### src/rtl/led_blink_bank.sv
// Multi-channel LED driver: each channel runs OFF, ON, BLINK or ONESHOT, configured per channel
// through a valid/ready port, with a global sync that re-phases every blinking channel.
module led_blink_bank #(
  parameter int unsigned CHANNELS     = 4,
  parameter int unsigned CNT_W        = 16,
  parameter int unsigned DEFAULT_HALF = 8,
  parameter int unsigned CH_W         = (CHANNELS > 1) ? $clog2(CHANNELS) : 1
) (
  input  logic                clk,
  input  logic                rst,
  input  logic                cfg_valid,
  output logic                cfg_ready,
  input  logic [CH_W-1:0]     cfg_ch,
  input  logic [1:0]          cfg_mode,
  input  logic [CNT_W-1:0]    cfg_half,
  output logic                cfg_err,
  input  logic                sync,
  output logic [CHANNELS-1:0] led
);

  typedef enum logic [1:0] {
    ModeOff     = 2'd0,
    ModeOn      = 2'd1,
    ModeBlink   = 2'd2,
    ModeOneshot = 2'd3
  } mode_e;

  mode_e               mode_q [CHANNELS];
  mode_e               mode_d [CHANNELS];
  logic [CNT_W-1:0]    half_q [CHANNELS];
  logic [CNT_W-1:0]    half_d [CHANNELS];
  logic [CNT_W-1:0]    cnt_q  [CHANNELS];
  logic [CNT_W-1:0]    cnt_d  [CHANNELS];
  logic [CNT_W-1:0]    last   [CHANNELS];
  logic [CHANNELS-1:0] led_q, led_d;
  logic                cfg_ready_q;
  logic                cfg_err_q, cfg_err_d;
  logic                accept;

  assign accept    = cfg_valid & cfg_ready_q;
  assign cfg_err_d = accept & (32'(cfg_ch) >= CHANNELS);

  // Terminal count h-1 with h = max(half, 1), so half=0 behaves as half=1.
  always_comb begin
    for (int i = 0; i < CHANNELS; i++) begin
      last[i] = (half_q[i] == '0) ? '0 : half_q[i] - CNT_W'(1);
    end
  end

  always_ff @(posedge clk or negedge rst) begin
    if (!rst) begin
      for (int i = 0; i < CHANNELS; i++) begin
        mode_q[i] <= ModeOff;
        half_q[i] <= CNT_W'(DEFAULT_HALF);
        cnt_q[i]  <= '0;
      end
      led_q       <= '0;
      cfg_ready_q <= 1'b0;
      cfg_err_q   <= 1'b0;
    end else begin
      for (int i = 0; i < CHANNELS; i++) begin
        mode_q[i] <= mode_d[i];
        half_q[i] <= half_d[i];
        cnt_q[i]  <= cnt_d[i];
      end
      led_q       <= led_d;
      cfg_ready_q <= 1'b1;
      cfg_err_q   <= cfg_err_d;
    end
  end

  always_comb begin
    for (int i = 0; i < CHANNELS; i++) begin
      mode_d[i] = mode_q[i];
      half_d[i] = half_q[i];
      cnt_d[i]  = cnt_q[i];
      led_d[i]  = led_q[i];
      unique case (mode_q[i])
        ModeOff: begin
          cnt_d[i] = '0;
          led_d[i] = 1'b0;
        end
        ModeOn: begin
          cnt_d[i] = '0;
          led_d[i] = 1'b1;
        end
        ModeBlink: begin
          if (sync) begin
            cnt_d[i] = '0;
            led_d[i] = 1'b1;
          end else if (cnt_q[i] == last[i]) begin
            cnt_d[i] = '0;
            led_d[i] = ~led_q[i];
          end else begin
            cnt_d[i] = cnt_q[i] + CNT_W'(1);
          end
        end
        ModeOneshot: begin
          if (cnt_q[i] == last[i]) begin
            cnt_d[i]  = '0;
            led_d[i]  = 1'b0;
            mode_d[i] = ModeOff;
          end else begin
            cnt_d[i] = cnt_q[i] + CNT_W'(1);
          end
        end
        default: ;
      endcase
      // A config write overrides any running phase, including a same-cycle sync.
      if (accept && (cfg_ch == CH_W'(i))) begin
        mode_d[i] = mode_e'(cfg_mode);
        half_d[i] = cfg_half;
        cnt_d[i]  = '0;
        led_d[i]  = (cfg_mode != 2'd0);
      end
    end
  end

  assign led       = led_q;
  assign cfg_ready = cfg_ready_q;
  assign cfg_err   = cfg_err_q;

endmodule

### config.mk
export PLATFORM = sky130hd
export DESIGN_NAME = led_blink_bank
export DESIGN_NICKNAME = d
export VERILOG_FILES = /design/src/rtl/led_blink_bank.sv
export SDC_FILE = /design/constraint.sdc
export NUM_CORES = 1
export LEC_CHECK = 0
export CORE_ASPECT_RATIO = 1.1
export CORE_UTILIZATION = 62
export DETAILED_ROUTE_END_ITERATION = 7
export GPL_ROUTABILITY_DRIVEN = 1
export GPL_TIMING_DRIVEN = 0
export PLACE_DENSITY = 0.8
export SLEW_MARGIN = 0
export SYNTH_ARGS = -nofsm -noshare
export SYNTH_HDL_FRONTEND = slang
export SYNTH_SLANG_ARGS = --single-unit
### constraint.sdc
create_clock -name clk -period 4 [get_ports clk]
set_input_delay 0.4 -clock clk [delete_from_list [all_inputs] [get_ports clk]]
set_output_delay 0.4 -clock clk [all_outputs]
set_load 0.005 [all_outputs]
* After elaboration in Yosys (flattened, before gate mapping)
Index checks and enable logic that the tools add are counted.
** Operators by class
- Add/subtract/negate cells :: 8
- Equality and inequality tests :: 27
- Muxes and demuxes :: 52
- Bitwise gates (word level) :: 5
- Reduce and logical (&&, ||, !) cells :: 34
** Operators by type and width (count)
- 16-bit 2-to-1 mux :: 16
- 16-bit one-hot mux with 3 select lines :: 4
- 16-bit by 1-bit adder with 16-bit output, second input constant :: 4
- 16-bit equality test :: 4
- 16-bit zero test :: 4
- 16-bit by 1-bit subtractor with 16-bit output, second input constant :: 4
- 2-bit 2-to-1 mux :: 12
- 2-bit equality test, second input constant :: 10
- 2-bit nonzero test :: 9
- 1-bit 2-to-1 mux :: 16
- 4-bit inequality test, second input constant :: 4
- 1-bit one-hot mux with 4 select lines :: 4
- 2-bit AND reduction :: 8
- 3-bit inequality test, second input constant :: 4
- 2-bit by 1-bit equality test with 1-bit output, second input constant :: 5
- 2-bit zero test :: 5
- 2-bit OR reduction :: 4
- 1-bit logical AND :: 4
- 1-bit inverter :: 4
- 1-bit AND :: 1
** Word-level totals
- Register bits after elaboration :: 141
- Bits of input ports :: 24
- Word-level logic and storage cells :: 143

* Longest topological paths before layout
- Depth in word-level cells :: 7
- Mapped depth :: 14
- Depth with buffers taken out :: 11

* Worst setup path before layout
Ideal clock, no wire load.
- Path kind :: flip-flop to flip-flop
- Start :: register half_q[22] in the netlist's numbering
- End :: register led_q[2] (netlist: led[2])
- Setup time :: 125 ps
- Arrival :: 2967 ps
- Data required time :: 3875 ps
- Setup slack :: 908 ps
- Cell stages (with the launch flop) :: 12
- Path buffers :: 2
- Clock period less this slack :: 3092 ps
- Path through :: dfrtp_1 -> or3_4 -> or4_1 -> buf_4 -> nor3_4 -> mux2_2 -> o2111ai_1 -> nor4_2 -> o211a_1 -> or3_1 -> buf_6 -> mux2_4
** On the way
- Word-level cells in the longest chain between the ends :: 5
- Elaborated cells on any way between the ends :: 7
- Classes of those cells :: add/sub (1); eq/ne (3); mux (1); reduce/logical (2)
** Ends and longest elaborated chain
- start: declaration :: RTL line 30 : logic [CNT_W-1:0] half_q [CHANNELS];
- start signal: indexed assignment :: RTL line 54 : half_q[i] <= CNT_W'(DEFAULT_HALF);
- start signal: indexed assignment :: RTL line 63 : half_q[i] <= half_d[i];
- 16-bit by 1-bit subtractor with 16-bit output or 16-bit zero test (tied branches) :: RTL line 46 : last[i] = (half_q[i] == '0) ? '0 : half_q[i] - CNT_W'(1);
- 16-bit 2-to-1 mux (*) :: RTL line 46
- 16-bit equality test (*) :: RTL line 91, 99
- 4-bit inequality test (no line) or 3-bit inequality test (tied branches)
- 2-bit AND reduction (no line) (*)
- end signal: assignment :: RTL line 66 : led_q <= led_d;
- end: declaration :: RTL line 35 : logic [CHANNELS-1:0] led_q, led_d;
Every way passes the cells marked *; elsewhere a longest branch is shown, timed or not.
A chain may end at the register's enable or synchronous reset.

==> impl_results.md <==
* Total power at 4.843 mW
* Relative max-transition margin at 0.4229
* Initial antenna violation count at 0
* Port-buffer cells at 28
* TNS Setup at 0 ns
* CP bufs+invs at 3
* Seq/Total Area, Yosys at 0.3928
* Die Ht at 128.3 um
* TritonCTS Buffers at 17
* Standard-cell rows at 45
* Synth Area in XOR/XNOR at 0.1081
* Antenna-violating nets left at 0
* Compound-gate portion of the synthesized area at 0.1206
* Worst vdd ir at 302.4 uV
* Worst r2r path cells at 12
* Number of global-route vias before repair at 7036
* Most common cell on crit path: buf_2
* Largest net degree at the start of global routing at 72
* H-Tree Depth at 4
* Syn Area/Cell at 9.032 um2
* RR Startpoint: half_q[7]
* Resize count post-CTS at 0
* Post-layout minimum cycle time at 3.561 ns
* Required @ worst endpoint at 4.31 ns
* Main flop type after synthesis: dfrtp_1
* CTS tree: done
* Post-synth top cells: dfrtp_1, nor2_1, nand2_1
* CP Max Fanout at 10
* Layout cells sized above 1 at 0.1173
* Io pins at 30
* Status: complete, but fails checks
* Met1 GRT Util at 0.3934
* Gp weighted congestion at 0.9026
* Crit Path Class: reg2reg
* Latest clock arrival within the worst-skew pair at 0.43 ns
* Post-synthesis mux area share at 0.06801
* R2r setup slk at 0.44 ns
* Worst-case clock skew at 0.006313 ns
* Finished Cell Area at 10200 um2
* Clock Tree Buf Depth at 2
* Post-CTS Setup Repair Bufs at 0
* Top post-synthesis cells by area: dfrtp_1, mux2_2, xor2_1
* Hold/Removal Path Class: in2async
* Iteration-0 DRC Markers at 450
* Synth-to-layout area growth at 13.42%
* Register bit total from synthesis at 141
* Routed WL at 21220 um
* ANT cells at 0
* Slew @ Worst Pin at 0.8591 ns
* Yosys top cell area share at 0.3811
* Initial Utilization at 0.6443
* # DRC at 0
* Clock-pin slew on the worst setup and hold paths at 0.06 ns
* Tcrit/Tclk final at 0.8903
* Post-synth ARST share at 1.000
* Area of the core at 13960 um2
* CP cell instances: buf_2 -> or4_1 -> buf_2 -> nor4_4 -> nand2_1 -> a311oi_1 -> a31oi_1 -> a2111oi_2 -> nand4_1 -> nand3_2 -> buf_2 -> nor2_1
* CP max stage cell: or4_1
* Tot GR Track Use at 0.3030
* Met2 usage at 0.5030
* Total gr overflow at 0
* Max-cap violations at 0
* DRT Pass-1 Iters at 5
* Gate Count Post-Synth at 996
* Static leakage at 4.180 nW
* Netlist cell types at 82
* Synthesis Warnings at 0
* Pwr dens at 474.7 nW/um2
* Critical Path AT at 3.87 ns
* Max frequency at 280.8 MHz
* CP Launch Type: flip-flop
* Largest family of logic cells by synthesized area: simple AND/OR/NAND/NOR gates
* Fill count at 1121
* First-pass GRT wire length at 34940 um
* Synthesized area at 8996 um2
* GR peak layer: met2
* Hold Violations, Final at 24
* RSZ-0062 raised after global routing: no
* Yosys top cell by area: dfrtp_1
* Final #Nets at 1088
* R2r endpoint: cnt_q[11]
* CTS Hold Buffers Added at 0
* Via-to-Cell Ratio at 6.039
* Clock root cell: clkbuf_16
* Failing checks: hold timing
* Syn Nets at 1040
* Synth Area in Adders at 0.02782
* DP Area at 9540 um2
* Post-synth EDFFs at 0
* Slew Viols, Final at 0
* Vias at 7518
* Simple-Gate Fraction of Synth Area at 0.2463
* Delay of the slowest critical-path stage at 0.51 ns
* Met3 usage at 0.05228
* Clock sinks at 141
* Delay-heaviest family, CP: simple AND/OR/NAND/NOR gates
* Die Wd at 116.9 um
* Avg WL per Cell at 17.04 um
* Dpl hpwl at 15090 um
* Min Hold Slack at -0.03860 ns
* Die Area at 15000 um2
* Final setup vio count at 0
* Most common cell in the synthesized netlist: dfrtp_1
* Worst setup EP type: flip-flop
state kept, by name (all words and copies together), names as in the netlist:
name / count
mode_q: 8
cnt_q: 64
half_q: 64
led: 4
cfg_ready: 1
metal layers:
layer	wire [um]	vias up
li1	-	3635
met1	9215	3617
met2	10410	218
met3	1019	48
met4	578	0
met5	0	-
worst max-delay path by stage:
stage                           from   endpoint  cells after the start
after global placement           rst  cnt_q[49]                      1
after floorplan           half_q[22]     led[2]                     11
after CTS                  half_q[4]     led[3]                     10
after detailed placement  half_q[50]     led[0]                     10
after global routing       half_q[4]  cnt_q[12]                     11
final                      half_q[7]  cnt_q[11]                     12
placed cells by master, fill, tap and decap left out, types with 25 or more instances in the layout:
| master | instances |
|---|---|
| mux2_2 | 47 |
| inv_1 | 32 |
| xor2_1 | 59 |
| xnor2_1 | 52 |
| o21ai_0 | 25 |
| clkbuf_1 | 29 |
| clkdlybuf4s50_1 | 27 |
| nor3_1 | 42 |
| a21oi_1 | 32 |
| dfrtp_1 | 137 |
| nand3_1 | 42 |
| nand2_1 | 99 |
| nor2_1 | 120 |
worst reg2reg max path: stages, from the launching register on:
cell	delay, ns
dfrtp_1	0.35
buf_2	0.17
or4_1	0.51
buf_2	0.17
nor4_4	0.28
nand2_1	0.28
a311oi_1	0.38
a31oi_1	0.12
a2111oi_2	0.34
nand4_1	0.25
nand3_2	0.25
buf_2	0.27
nor2_1	0.08
cells by family after synthesis:
kind of cell | after synthesis
AND/OR/NAND/NOR | 439
flip-flops | 141
XOR/XNOR | 111
multiplexers | 54
other | 2
adder cells (fa/ha/maj) | 20
AO/OA/AOI/OAI | 154
buffers and inverters | 75
metrics by stage:
step / util / cells / setup WS, ns / hold slack [ns]
floorplan: - / 996 / 0.9079 / 0.1044
global placement: 0.6812 / 1212 / -2.964 / 0.4796
detailed placement: 0.6832 / 1213 / 0.5658 / 0.4541
CTS: 0.7307 / 1245 / 0.4887 / 0.005768
global route: 0.7307 / 1245 / 0.2440 / 0.03755
finish: 0.7307 / 1245 / 0.4389 / -0.03860
where the power goes:
part | switching (mW) | internal [mW]
registers | 0.234 | 1.61
logic | 0.662 | 0.557
clock network | 0.597 | 1.18
total | 1.49 | 3.35
final cells by class:
type | instances | area [um2] | share of cell area
buffer | 43 | 200.2 | 0.01962
clock buffer | 20 | 446.7 | 0.04378
clock inverter | 12 | 216.5 | 0.02121
inverter | 32 | 120.1 | 0.01177
multi-input combinational | 780 | 5142 | 0.5040
sequential | 141 | 3533 | 0.3463
tap | 188 | 235.2 | 0.02305
timing repair buffer | 29 | 309.0 | 0.03029
No activity file was read; power rests on OpenSTA's default activity.
==> RTL change 1: new RTL, config.mk and constraints unchanged <==
The parameter `CHANNELS` goes from 4 to 8.
--- a/src/rtl/led_blink_bank.sv
+++ b/src/rtl/led_blink_bank.sv
@@ -1,7 +1,7 @@
 // Multi-channel LED driver: each channel runs OFF, ON, BLINK or ONESHOT, configured per channel
 // through a valid/ready port, with a global sync that re-phases every blinking channel.
 module led_blink_bank #(
-  parameter int unsigned CHANNELS     = 4,
+  parameter int unsigned CHANNELS     = 8,
   parameter int unsigned CNT_W        = 16,
   parameter int unsigned DEFAULT_HALF = 8,
   parameter int unsigned CH_W         = (CHANNELS > 1) ? $clog2(CHANNELS) : 1
Interface: changed (resized cfg_ch and led); port bits go from 30 to 35. No check against the original RTL was run, so the function may have changed too.
==> RTL change 1 against the original RTL <==
  * The run ends with design-rule violations left
  * Cell area rose by 100%
  * Sequential cell count increased by 140
  * Count of clock-buffer cells in the layout up 21
  * Area after synthesis up 100%
  * First-iteration DRC count grew to 2.7 times the old value
  * Combinational power up 140%
  * Hold slack better by 380 ps
  * Cell count increased by 110%
  * Via count grew 110%
  * Routed wire length rose by 130%
  * Worst setup slack worse by 290 ps
  * Power increased by 100%
  * Largest power group unchanged
  * Highest routed layer unchanged
==> RTL change 1: results (changes against the original RTL) <==
Leak Pwr 8.24 nW (+97%); worst hold margin 342 ps (+381 ps); final setup margin 151 ps (-288 ps); clk sink count 281 (+99%); r2r startpoint half_q[34]; initial antenna violation count 1 (+1); Non-clock buffer share 4.02% (-0.97 points); first-pass GRT wire length 79,400 um (+130%); Logic inverters 79 (+150%); routability cong. 0.956 (+5.9%); largest net degree at the start of global routing 125 (+74%); failing checks design-rule violations; wire per inst 18.7 um (+10%); Max Root-Sink Buffers 3 (+1); Layout fillers 2,325 (+110%); Distinct cells, synth 90 (+9.8%); TritonCTS Buffers 31 (+14); Worst R2R Path Depth 10 (-2); CLK BUF 41 (+110%); CP max stage delay 640 ps (+130 ps); DR pass1 iterations 8 (+3); status complete, but fails checks; Mean Syn Cell Area 8.67 um^2 (-4.0%); multi-input logic area 10,700 um^2 (+110%); worst slack, placed -162 ps (-727 ps); Clock Skews 10.6 ps (+4.25 ps); CTS H-tree lvls 1 (-3); dpl cells 2,522 (+110%); dpl cell area 19,200 um^2 (+100%); layout cells sized above 1 9.33% (-2.4 points); Port Buffers 29 (+3.6%); DRC viols 2 (+2); Sw Ratio 35.0% (+4.2 points); vias in the first global route 15.7k (+120%); multi-input gate share of total cell area 52.4% (+2.0 points); nets@finish 2,250 (+110%); sequential fraction of the synthesis area 38.3% (-1.0 points); clock latency on the worst-skew pair 560 ps (+130 ps)
-- RTL change 1: cell count changes in the layout (fill, tap and decap cells not counted), sizes merged, moves of 53 or more --
cell	change
nor2	+114
nand3	+57
dfrtp	+136
xnor2	+53
nand2	+159
clkbuf	+77
o21ai	+55
-- RTL change 1: timing repair --
item,in CTS,in global routing
hold endpoints to repair,51,0
pin swaps,0,1
endpoints found under the setup margin,30,95
hold buffers,1,0
gates resized for setup,6,17
-- RTL change 1: power groups by stage --
stage	clock network (mW)	registers (mW)	logic, mW
2_1_floorplan	0	3.65	2.14
3_3_place_gp	0	3.78	2.75
3_5_place_dp	0	3.80	2.85
6_report	3.03	3.80	2.93
4_1_cts	3.07	3.76	2.88
5_1_grt	3.18	3.86	3.24
-- RTL change 1: per-layer routing --
metal	share of wire [%]	vias to the layer above	track usage (%)
li1	-	7710	-
met2	48	450	55.2
met3	6.0	108	3.86
met5	0	-	0
met1	43	7855	42.4
met4	3.2	0	11.3
-- RTL change 1: how the worst max path moves through the flow --
stage / start / end
after floorplan: half_q[64] / cnt_q[71]
after global placement: rst / cnt_q[11]
after detailed placement: half_q[82] / cnt_q[91]
after CTS: half_q[64] / cnt_q[76]
after global routing: half_q[118] / cnt_q[123]
final: half_q[34] / led[5]
-- RTL change 1: cell families (layout without fill, tap and decap cells) --
group	count (synthesis)	after routing	synth area share, %
AOI/OAI and AO/OA	322	322	12.1
and+or+nand+nor	979	979	26.6
DFF	281	281	38.3
adders and majority gates	40	40	2.72
other	2	5	0.0408
buffers and inverters	191	277	4.17
xor gates and xnor gates	213	213	10.5
muxes	95	95	5.67
==> RTL change 2: new RTL, same settings <==
Without the edit above. Make the reset (`rst`) synchronous in one clocked block.
--- a/src/rtl/led_blink_bank.sv
+++ b/src/rtl/led_blink_bank.sv
@@ -47,7 +47,7 @@
     end
   end
 
-  always_ff @(posedge clk or negedge rst) begin
+  always_ff @(posedge clk) begin
     if (!rst) begin
       for (int i = 0; i < CHANNELS; i++) begin
         mode_q[i] <= ModeOff;
Check against the original RTL: differs if rst is asserted again (counterexample within 4 cycles, from zero or initial values and one cycle with rst low); with rst held inactive, the same outputs for 4 cycles.
==> RTL change 2 against the original RTL <==
  * Core utilization fell by 0.48 points
  * Routed wire length rose by 11%
  * Sequential cell count did not move
  * Worst setup slack got worse by 300 ps
  * Die area fell by 0.74%
  * Cell area fell by 1.1%
  * Non-clock buffer count rose by 25
  * Area after synthesis fell by 0.75%
Power is not compared: it rests on default switching activity, and its combinational part moved more than twofold at a synthesized area within 25%.
==> RTL change 2: results (changes against the original RTL) <==
status finished clean; worst setup path end cnt_q[1][14]; dpl cell area 9440 um^2 (-1.0%); iteration-0 DRC count of the detailed router 791 (+76%); Vias/cell 6.26 (+3.7%); worst slack, placed -129 ps (-695 ps); Mean Syn Cell Area 7.61 um^2 (-16%); largest net degree at the start of global routing 17 (-76%); dpl cells 1,389 (+15%); Detail Placement HPWL 17,300 um (+15%); Synth area leaders dfxtp_1 (32%), nand2_1 (7.6%), xor2_1 (5.6%); Least-Margin Pin Slew 1020 ps (+159 ps); Commonest cells post-synth nand2_1 (181), dfxtp_1 (141), nor2_1 (98); TritonCTS Buffers 17 (unchanged); Distinct cells, synth 77 (-6.1%); CP Launch Point half_q[1][0]; syn nets 1,217 (+17%); worst vdd ir 0.000341 V; vias in the first global route 7,919 (+13%); nets@finish 1,265 (+16%); fraction of registers with async set/reset 0% (-100 points); final critical-path required period 3860 ps (+295 ps); Clock Skews 7.16 ps (+0.842 ps); Worst R2R Path Depth 13 (+1); class of the worst hold path reg2reg; routability cong. 0.899 (-0.38%); layout cells sized above 1 5.27% (-6.5 points); final wirelength 23,700 um (+11%); worst hold margin 478 ps (+517 ps); via count 8,904 (+18%); reg-to-reg slack, setup 140 ps (-300 ps); DR pass1 iterations 6 (+1); main flop type after synthesis dfxtp_1; Worst Path Arrival 4170 ps (+300 ps); first-pass GRT wire length 38,700 um (+11%); Overall Global Routing Usage 33.0% (+2.7 points)
==> RTL change 2: cell count changes after synthesis, sizes merged, moves of 18 or more <==
cell	unedited run	this run
nand2	99	181
nor2	122	98
dfxtp	0	141
clkbuf	27	58
or4	14	32
mux2	51	1
a21oi	32	87
dfrtp	137	0
==> RTL change 2: cell type report <==
class | count | area [um^2]
clock buffer | 18 | 439
fill | 1138 | 3810
buffer | 68 | 285
multi-input combinational | 927 | 5690
timing repair buffer | 29 | 288
clock inverter | 14 | 193
tap | 188 | 235
inverter | 37 | 139
sequential | 141 | 2820
==> RTL change 2: power breakdown <==
part	internal [mW]	switching [mW]	total [mW]
combinational	0.146	0.219	0.365
clock	1.06	0.656	1.71
sequential	1.43	0.0292	1.46
==> RTL change 2: per-layer routing <==
metal  part of all wire, %  GRT usage, %  vias to the layer above
met1                    43          44.7                     4125
met2                    45          50.5                      372
met3                   8.3          6.81                       71
li1                      -             -                     4336
met5                     0             0                        -
met4                   3.1          13.9                        0
==> RTL change 2: logic make-up after synthesis <==
kind of cell | count (synthesis) | synth area share (%)
AO/OA/AOI/OAI | 245 | 18.6
XOR/XNOR | 100 | 10.3
AND/OR/NAND/NOR | 551 | 30.8
adder cells (fa/ha/maj) | 20 | 2.80
buffers and inverters | 105 | 4.75
flip-flops | 141 | 31.6
other | 1 | 0.0420
multiplexers | 10 | 1.14
==> RTL change 2: timing repair <==
action | CTS | global route
setup endpoints to repair | 10 | 20
hold endpoints to repair | 0 | 0
resized for setup | 1 | 2
setup buffers | 0 | 1
pin swaps | 0 | 1
==> RTL change 2: critical path, delay by kind of cell, from the launching register on <==
kind	cells	cell delay, ps
buffers and inverters	4	780
DFF	1	350
AOI/OAI and AO/OA	3	710
and+or+nand+nor	5	1610
adders and majority gates	1	250
